**src/rtl/cnn_out_addr_seq.sv**
```systemverilog
`default_nettype none
// ============================================================================
// Module      : cnn_out_addr_seq
// Description : Write-back address sequencer for pooled/activated results of
//               the systolic array. For every accepted activation beat it
//               issues one registered tuple (RAM select, row, channel group)
//               toward the output feature RAM bank. A start pulse latches the
//               run configuration; done pulses once the last beat is taken.
//               Optional sticky protocol-error flag: define OUT_SEQ_ERR_CHK_EN.
// Revision    : 1.0 - initial release
// ============================================================================
module cnn_out_addr_seq #(
   parameter int COLS    = 4,
   parameter int ADDR_DW = 5,
   parameter int CH_DW   = 6
) (
   input  logic               clk,
   input  logic               rst_n,
   input  logic               start,
   input  logic [ADDR_DW-1:0] cfg_cols,
   input  logic [ADDR_DW-1:0] cfg_win_step,
   input  logic [ADDR_DW-1:0] cfg_base_last,
   input  logic [CH_DW-1:0]   cfg_ch_last,
   input  logic               in_valid,
   input  logic               in_pool,
   output logic               in_ready,
   output logic               out_valid,
   input  logic               out_ready,
   output logic [ADDR_DW-1:0] out_ram_sel,
   output logic [ADDR_DW-1:0] out_row,
   output logic [CH_DW-1:0]   out_ch,
   output logic               busy,
`ifdef OUT_SEQ_ERR_CHK_EN
   output logic               err_sticky,
`endif
   output logic               done
);

   localparam logic [ADDR_DW-1:0] C_ADDR_ONE = ADDR_DW'(1);
   localparam logic [CH_DW-1:0]   C_CH_STEP  = CH_DW'(COLS);

   typedef enum logic [0:0] {
      ST_IDLE = 1'b0,
      ST_RUN  = 1'b1
   } state_e;

   state_e             state_q;
   logic               done_q;

   // Run configuration, frozen for the whole run
   logic [ADDR_DW-1:0] cols_q;
   logic [ADDR_DW-1:0] step_q;
   logic [ADDR_DW-1:0] blast_q;
   logic [CH_DW-1:0]   chlast_q;

   // Position counters and their next values
   logic [ADDR_DW-1:0] x_q, x_d;
   logic [ADDR_DW-1:0] y_q, y_d;
   logic [ADDR_DW-1:0] base_q, base_d;
   logic [CH_DW-1:0]   ch_q, ch_d;

   // Single output register stage
   logic               out_valid_q;
   logic [ADDR_DW-1:0] sel_q;
   logic [ADDR_DW-1:0] row_q;
   logic [CH_DW-1:0]   och_q;

   logic               w_busy;
   logic               w_in_ready;
   logic               w_accept;
   logic               w_row_wrap;
   logic               w_base_wrap;
   logic               w_final;
   logic               w_start_idle;

   assign w_busy       = (state_q == ST_RUN);
   // Output slot is free when empty or being emptied this cycle (no skid buffer)
   assign w_in_ready   = w_busy & (~out_valid_q | out_ready);
   assign w_accept     = in_valid & w_in_ready;
   assign w_start_idle = start & ~w_busy;
   assign w_row_wrap   = ~in_pool & (x_q == (cols_q - C_ADDR_ONE));
   assign w_base_wrap  = w_row_wrap & (base_q == blast_q);
   assign w_final      = w_base_wrap & (ch_q == chlast_q);

   // Counter advance for an accepted beat; nested wraps x -> base -> ch
   always_comb begin
      x_d    = x_q;
      y_d    = y_q;
      base_d = base_q;
      ch_d   = ch_q;
      if (w_accept) begin
         if (in_pool) begin
            y_d = y_q + C_ADDR_ONE;
         end else begin
            y_d = '0;
            if (w_row_wrap) begin
               x_d = '0;
               if (base_q == blast_q) begin
                  base_d = '0;
                  ch_d   = (ch_q == chlast_q) ? '0 : (ch_q + C_CH_STEP);
               end else begin
                  base_d = base_q + step_q;
               end
            end else begin
               x_d = x_q + C_ADDR_ONE;
            end
         end
      end
   end

   // Run-control FSM: config latch on start, done pulse after the final beat
   always_ff @(posedge clk or negedge rst_n) begin
      if (!rst_n) begin
         state_q  <= ST_IDLE;
         done_q   <= 1'b0;
         cols_q   <= '0;
         step_q   <= '0;
         blast_q  <= '0;
         chlast_q <= '0;
      end else begin
         done_q <= w_accept & w_final;
         case (state_q)
            ST_IDLE: begin
               if (start) begin
                  state_q  <= ST_RUN;
                  cols_q   <= cfg_cols;
                  step_q   <= cfg_win_step;
                  blast_q  <= cfg_base_last;
                  chlast_q <= cfg_ch_last;
               end
            end
            ST_RUN: begin
               if (w_accept && w_final) begin
                  state_q <= ST_IDLE;
               end
            end
            default: state_q <= ST_IDLE;
         endcase
      end
   end

   // Position counters; a fresh run always starts from the origin
   always_ff @(posedge clk or negedge rst_n) begin
      if (!rst_n) begin
         x_q    <= '0;
         y_q    <= '0;
         base_q <= '0;
         ch_q   <= '0;
      end else if (w_start_idle) begin
         x_q    <= '0;
         y_q    <= '0;
         base_q <= '0;
         ch_q   <= '0;
      end else begin
         x_q    <= x_d;
         y_q    <= y_d;
         base_q <= base_d;
         ch_q   <= ch_d;
      end
   end

   // Output tuple register: load on accept, hold while stalled, drop when drained
   always_ff @(posedge clk or negedge rst_n) begin
      if (!rst_n) begin
         out_valid_q <= 1'b0;
         sel_q       <= '0;
         row_q       <= '0;
         och_q       <= '0;
      end else if (w_accept) begin
         out_valid_q <= 1'b1;
         sel_q       <= base_q + y_q;
         row_q       <= x_q;
         och_q       <= ch_q;
      end else if (out_ready) begin
         out_valid_q <= 1'b0;
      end
   end

`ifdef OUT_SEQ_ERR_CHK_EN
   logic err_q;

   // Sticky flag for beats offered while idle or a y overflow inside a window
   always_ff @(posedge clk or negedge rst_n) begin
      if (!rst_n) begin
         err_q <= 1'b0;
      end else if (w_start_idle) begin
         err_q <= 1'b0;
      end else if ((in_valid && !w_busy) || (w_accept && in_pool && (y_q == '1))) begin
         err_q <= 1'b1;
      end
   end

   assign err_sticky = err_q;
`endif

   assign in_ready    = w_in_ready;
   assign out_valid   = out_valid_q;
   assign out_ram_sel = sel_q;
   assign out_row     = row_q;
   assign out_ch      = och_q;
   assign busy        = w_busy;
   assign done        = done_q;

endmodule

`default_nettype wire

```
**config.mk**
```make
export PLATFORM = sky130hd
export DESIGN_NAME = cnn_out_addr_seq
export DESIGN_NICKNAME = d
export VERILOG_FILES = /design/src/rtl/cnn_out_addr_seq.sv
export SDC_FILE = /design/constraint.sdc
export NUM_CORES = 1
export LEC_CHECK = 0
export ABC_AREA = 1
export ABC_CLOCK_PERIOD_IN_PS = 4300
export BUFFER_PORTS_ARGS = -buffer_cell sky130_fd_sc_hd__buf_2
export CORE_MARGIN = 2
export CORE_UTILIZATION = 40
export CTS_BUF_LIST = sky130_fd_sc_hd__clkbuf_4 sky130_fd_sc_hd__clkbuf_8 sky130_fd_sc_hd__clkbuf_16
export CTS_CLUSTER_DIAMETER = 200
export DETAILED_ROUTE_END_ITERATION = 12
export GPL_TIMING_DRIVEN = 0
export HOLD_SLACK_MARGIN = 0.12
export SLEW_MARGIN = 10
export SYNTH_ARGS = -nofsm -noshare
export SYNTH_HDL_FRONTEND = slang
export SYNTH_SLANG_ARGS = --single-unit
export TNS_END_PERCENT = 1
```
**constraint.sdc**
```tcl
create_clock -name clk -period 4.3 [get_ports clk]
set_input_delay 1.075 -clock clk [delete_from_list [all_inputs] [get_ports clk]]
set_output_delay 1.075 -clock clk [all_outputs]
set_load 0.01 [all_outputs]
```
==> impl_results.md <==
- Die Span Y: 90.7 um
- Count of flip-flops with a built-in enable after synthesis: 0
- Post-CTS setup buffers: 0
- TritonCTS clock tree: built
- Vias: 2320
- Post-CTS sizing: 0
- Distinct cells, synth: 33
- Setup CP Type: in -> out
- Initial core utilization: 41.5%
- Post-layout util: 49.1%
- Most common cell in the netlist: nand2_1
- R2R setup slack: 2520 ps
- Status: finished, final reports clean
- WHS: 475 ps
- Sequential power share: 41.4%
- Die width: 90.7 um
- Max IR drop VDD: 0.000201 V
- Worst path cell trace: buf_2 -> inv_1 -> a21oi_4 -> buf_2
- Sequential share of the synthesized area: 47.4%
- Post-DR vias/cell: 4.76
- Syn avg cell area: 9.20 um^2
- Worst Hold Class: reg -> reg
- Root Buffer: clkbuf_8
- Mapped Cells: 327
- Initial antenna violation count: 0
- Pin count of the biggest net entering global routing: 58
- CTS Sinks: 57
- Vias in the first global route: 2212
- Hold EP: out_row[3]
- Antenna viol nets, final: 0
- WP buf/inv: 3
- Clock Skews: 8.45 ps
- CTS Hold Buffers Added: 0
- Slew headroom: 53.3%
- PD cells: 570 nW/um^2
- Hold Crit Depth: 2
- CP dominant cell by count: buf_2
- Slew @ Worst Pin: 701 ps
- Max Cap Viol: 0
- Unrepaired setup endpoints after global routing: false
- Global route overflow: 0
- Worst path max stage delay: 150 ps
- R2R cell count: 9
- Diodes inserted: 0
- Dominant synthesized flop cell: dfrtp_1
- Area of the multi-input gates: 1400 um^2
- P_sw: 714 uW
- Global-route wire length before repair: 10200 um
- Period utilization: 60.0%
- Clk pwr share: 24.9%
- Post-synth top area cell: dfrtp_1
- Yosys warning count: 0
- GPL Wtd Cong: 0.813
- Site Rows: 31
- DRC viols: 0
- Power share of the combinational group: 33.7%
- Inserted Clock Buffers: 9
- Clock-pin slew on the worst setup and hold paths: 60 ps
- Die area: 8230 um^2
- Ports: 47
- Max stage delay cell, worst path: a21oi_4
- Fraction of registers with async set or reset after synthesis: 100%
- IO buf count: 44
- Post-DP HPWL: 4410 um
- Fillers: 694
- Post-synthesis cell area: 3010 um^2
- Hold Violations, Final: 0
- Switching fraction of total power: 35.2%
- R2R Path End: base_q[4]
- Hold Path Origin: out_row[3]
- Post-Route WL: 5970 um
- FF+latch area: 1430 um^2
- Skew-Pair Late Insertion Delay: 340 ps
- Core area: 7250 um^2
- Final min period: 2580 ps
- Finished Cell Area: 3560 um^2
- Most frequent cells after synthesis: 73 x nand2_1, 57 x dfrtp_1, 27 x inv_1, 25 x nor2_1, 21 x o21ai_0
- CP arrival: 1510 ps
- Slew Viols, Final: 0
- Int Power: 1310 uW
- CP top delay family: buffers and inverters
- Startpoint Class: primary input
- Flops & latches, synth: 57
- Layout net count: 424
- Endpoint class of the critical path: output port
- Largest fanout on the critical path: 2
- Top cell type's share of synthesized area: 47.4%
- Max clock buf depth: 2
- Reg2reg start: base_q[0]
- Iteration-0 DRC count of the detailed router: 94
- Power Total: 2030 uW
- Synth area leaders: dfrtp_1 47%, nand2_1 9.1%, mux2_2 5.2%, ha_1 5.0%, xor2_1 4.1%
- TNS Setup: 0 ps
- Max frequency: 387 MHz
- Placed inst area: 3360 um^2
- Layout cell share with drive strength beyond 1: 26.8%
- H-Tree Depth: 3
- Routed len/inst: 12.3 um
- Total GRT Usage: 16.1%
- First-pass DRT Iterations: 4
- Total leakage power: 0.00184 uW
- Worst Path Required: 3220 ps
- Final setup viols: 0
- Area delta synth->final: 18.3%
[worst max-delay path by stage]
stage / startpoint / end / slack (ps) / cells past startpoint
after floorplan: out_ready / in_ready / 1920 / 2
after global placement: out_ready / in_ready / 1720 / 4
after detailed placement: out_ready / in_ready / 1710 / 4
after CTS: out_ready / in_ready / 1710 / 4
after global routing: out_ready / in_ready / 1680 / 4
final: out_ready / in_ready / 1720 / 4
[worst register-to-register path, stage by stage (launching register included)]
cell	delay, ps
dfrtp_1	420
ha_1	230
fa_1	410
a21oi_1	160
nor2_1	50
nor2_1	110
xnor2_1	130
nor2_1	50
nand2_1	60
nand2_1	40
[cells by family after synthesis]
kind of cell / after synthesis / share of synthesized area, %
and+or+nand+nor: 136 / 21.3
DFF: 57 / 47.4
buffers and inverters: 43 / 6.28
AOI/OAI and AO/OA: 42 / 7.48
xor gates and xnor gates: 20 / 5.82
adders and majority gates: 14 / 6.32
muxes: 14 / 5.24
other: 1 / 0.125
[cell type report]
type                            instances  share of cell area [%]
Buffer                                  9                    1.51
Clock buffer                           13                    4.50
Clock inverter                          3                    1.12
Inverter                               34                    3.80
Multi-Input combinational cell        228                    39.3
Sequential cell                        57                    40.1
Tap cell                               99                    3.48
Timing Repair Buffer                   44                    6.26
[state kept, by name (all words and copies together) (netlist names)]
signal,flops
done,1
out_ch,4
blast_q,5
cols_q,5
out_row,5
y_q,5
ch_q,4
out_ram_sel,5
out_valid,1
busy,1
step_q,5
x_q,5
base_q,5
chlast_q,6
[power groups by stage]
stage | logic [uW] | registers [uW] | clock network (uW)
after floorplan | 501 | 841 | 0
after global placement | 670 | 847 | 0
after detailed placement | 689 | 851 | 0
after CTS | 697 | 841 | 522
after global routing | 787 | 865 | 550
final | 684 | 839 | 506
[per-layer routing]
metal  global-route usage (%)  wire length (um)
met5                        0                 0
met4                     7.31               133
met3                     5.34               279
met2                     25.2              2770
met1                     20.0              2780
[per-stage QoR]
| stage | cells | worst slack, ps |
|---|---|---|
| 2_1_floorplan | 328 | 1920 |
| 3_3_place_gp | 471 | 1720 |
| 3_5_place_dp | 471 | 1710 |
| 4_1_cts | 487 | 1710 |
| 5_1_grt | 487 | 1680 |
| 6_report | 487 | 1720 |
[cells in the final DEF (no fill, tap or decap), types with 3 or more instances in the layout]
master     n
nand2_1   73
dfrtp_1   57
buf_2     47
inv_1     27
nor2_1    25
o21ai_0   21
a21oi_1   17
nand3_1   14
xor2_1    14
mux2_2    14
ha_1      12
clkbuf_8  10
xnor2_1    6
nand4_1    6
inv_2      5
buf_4      5
nand2_4    4
nor2_2     3
clkbuf_4   3
(Power assumes the default switching activity.)
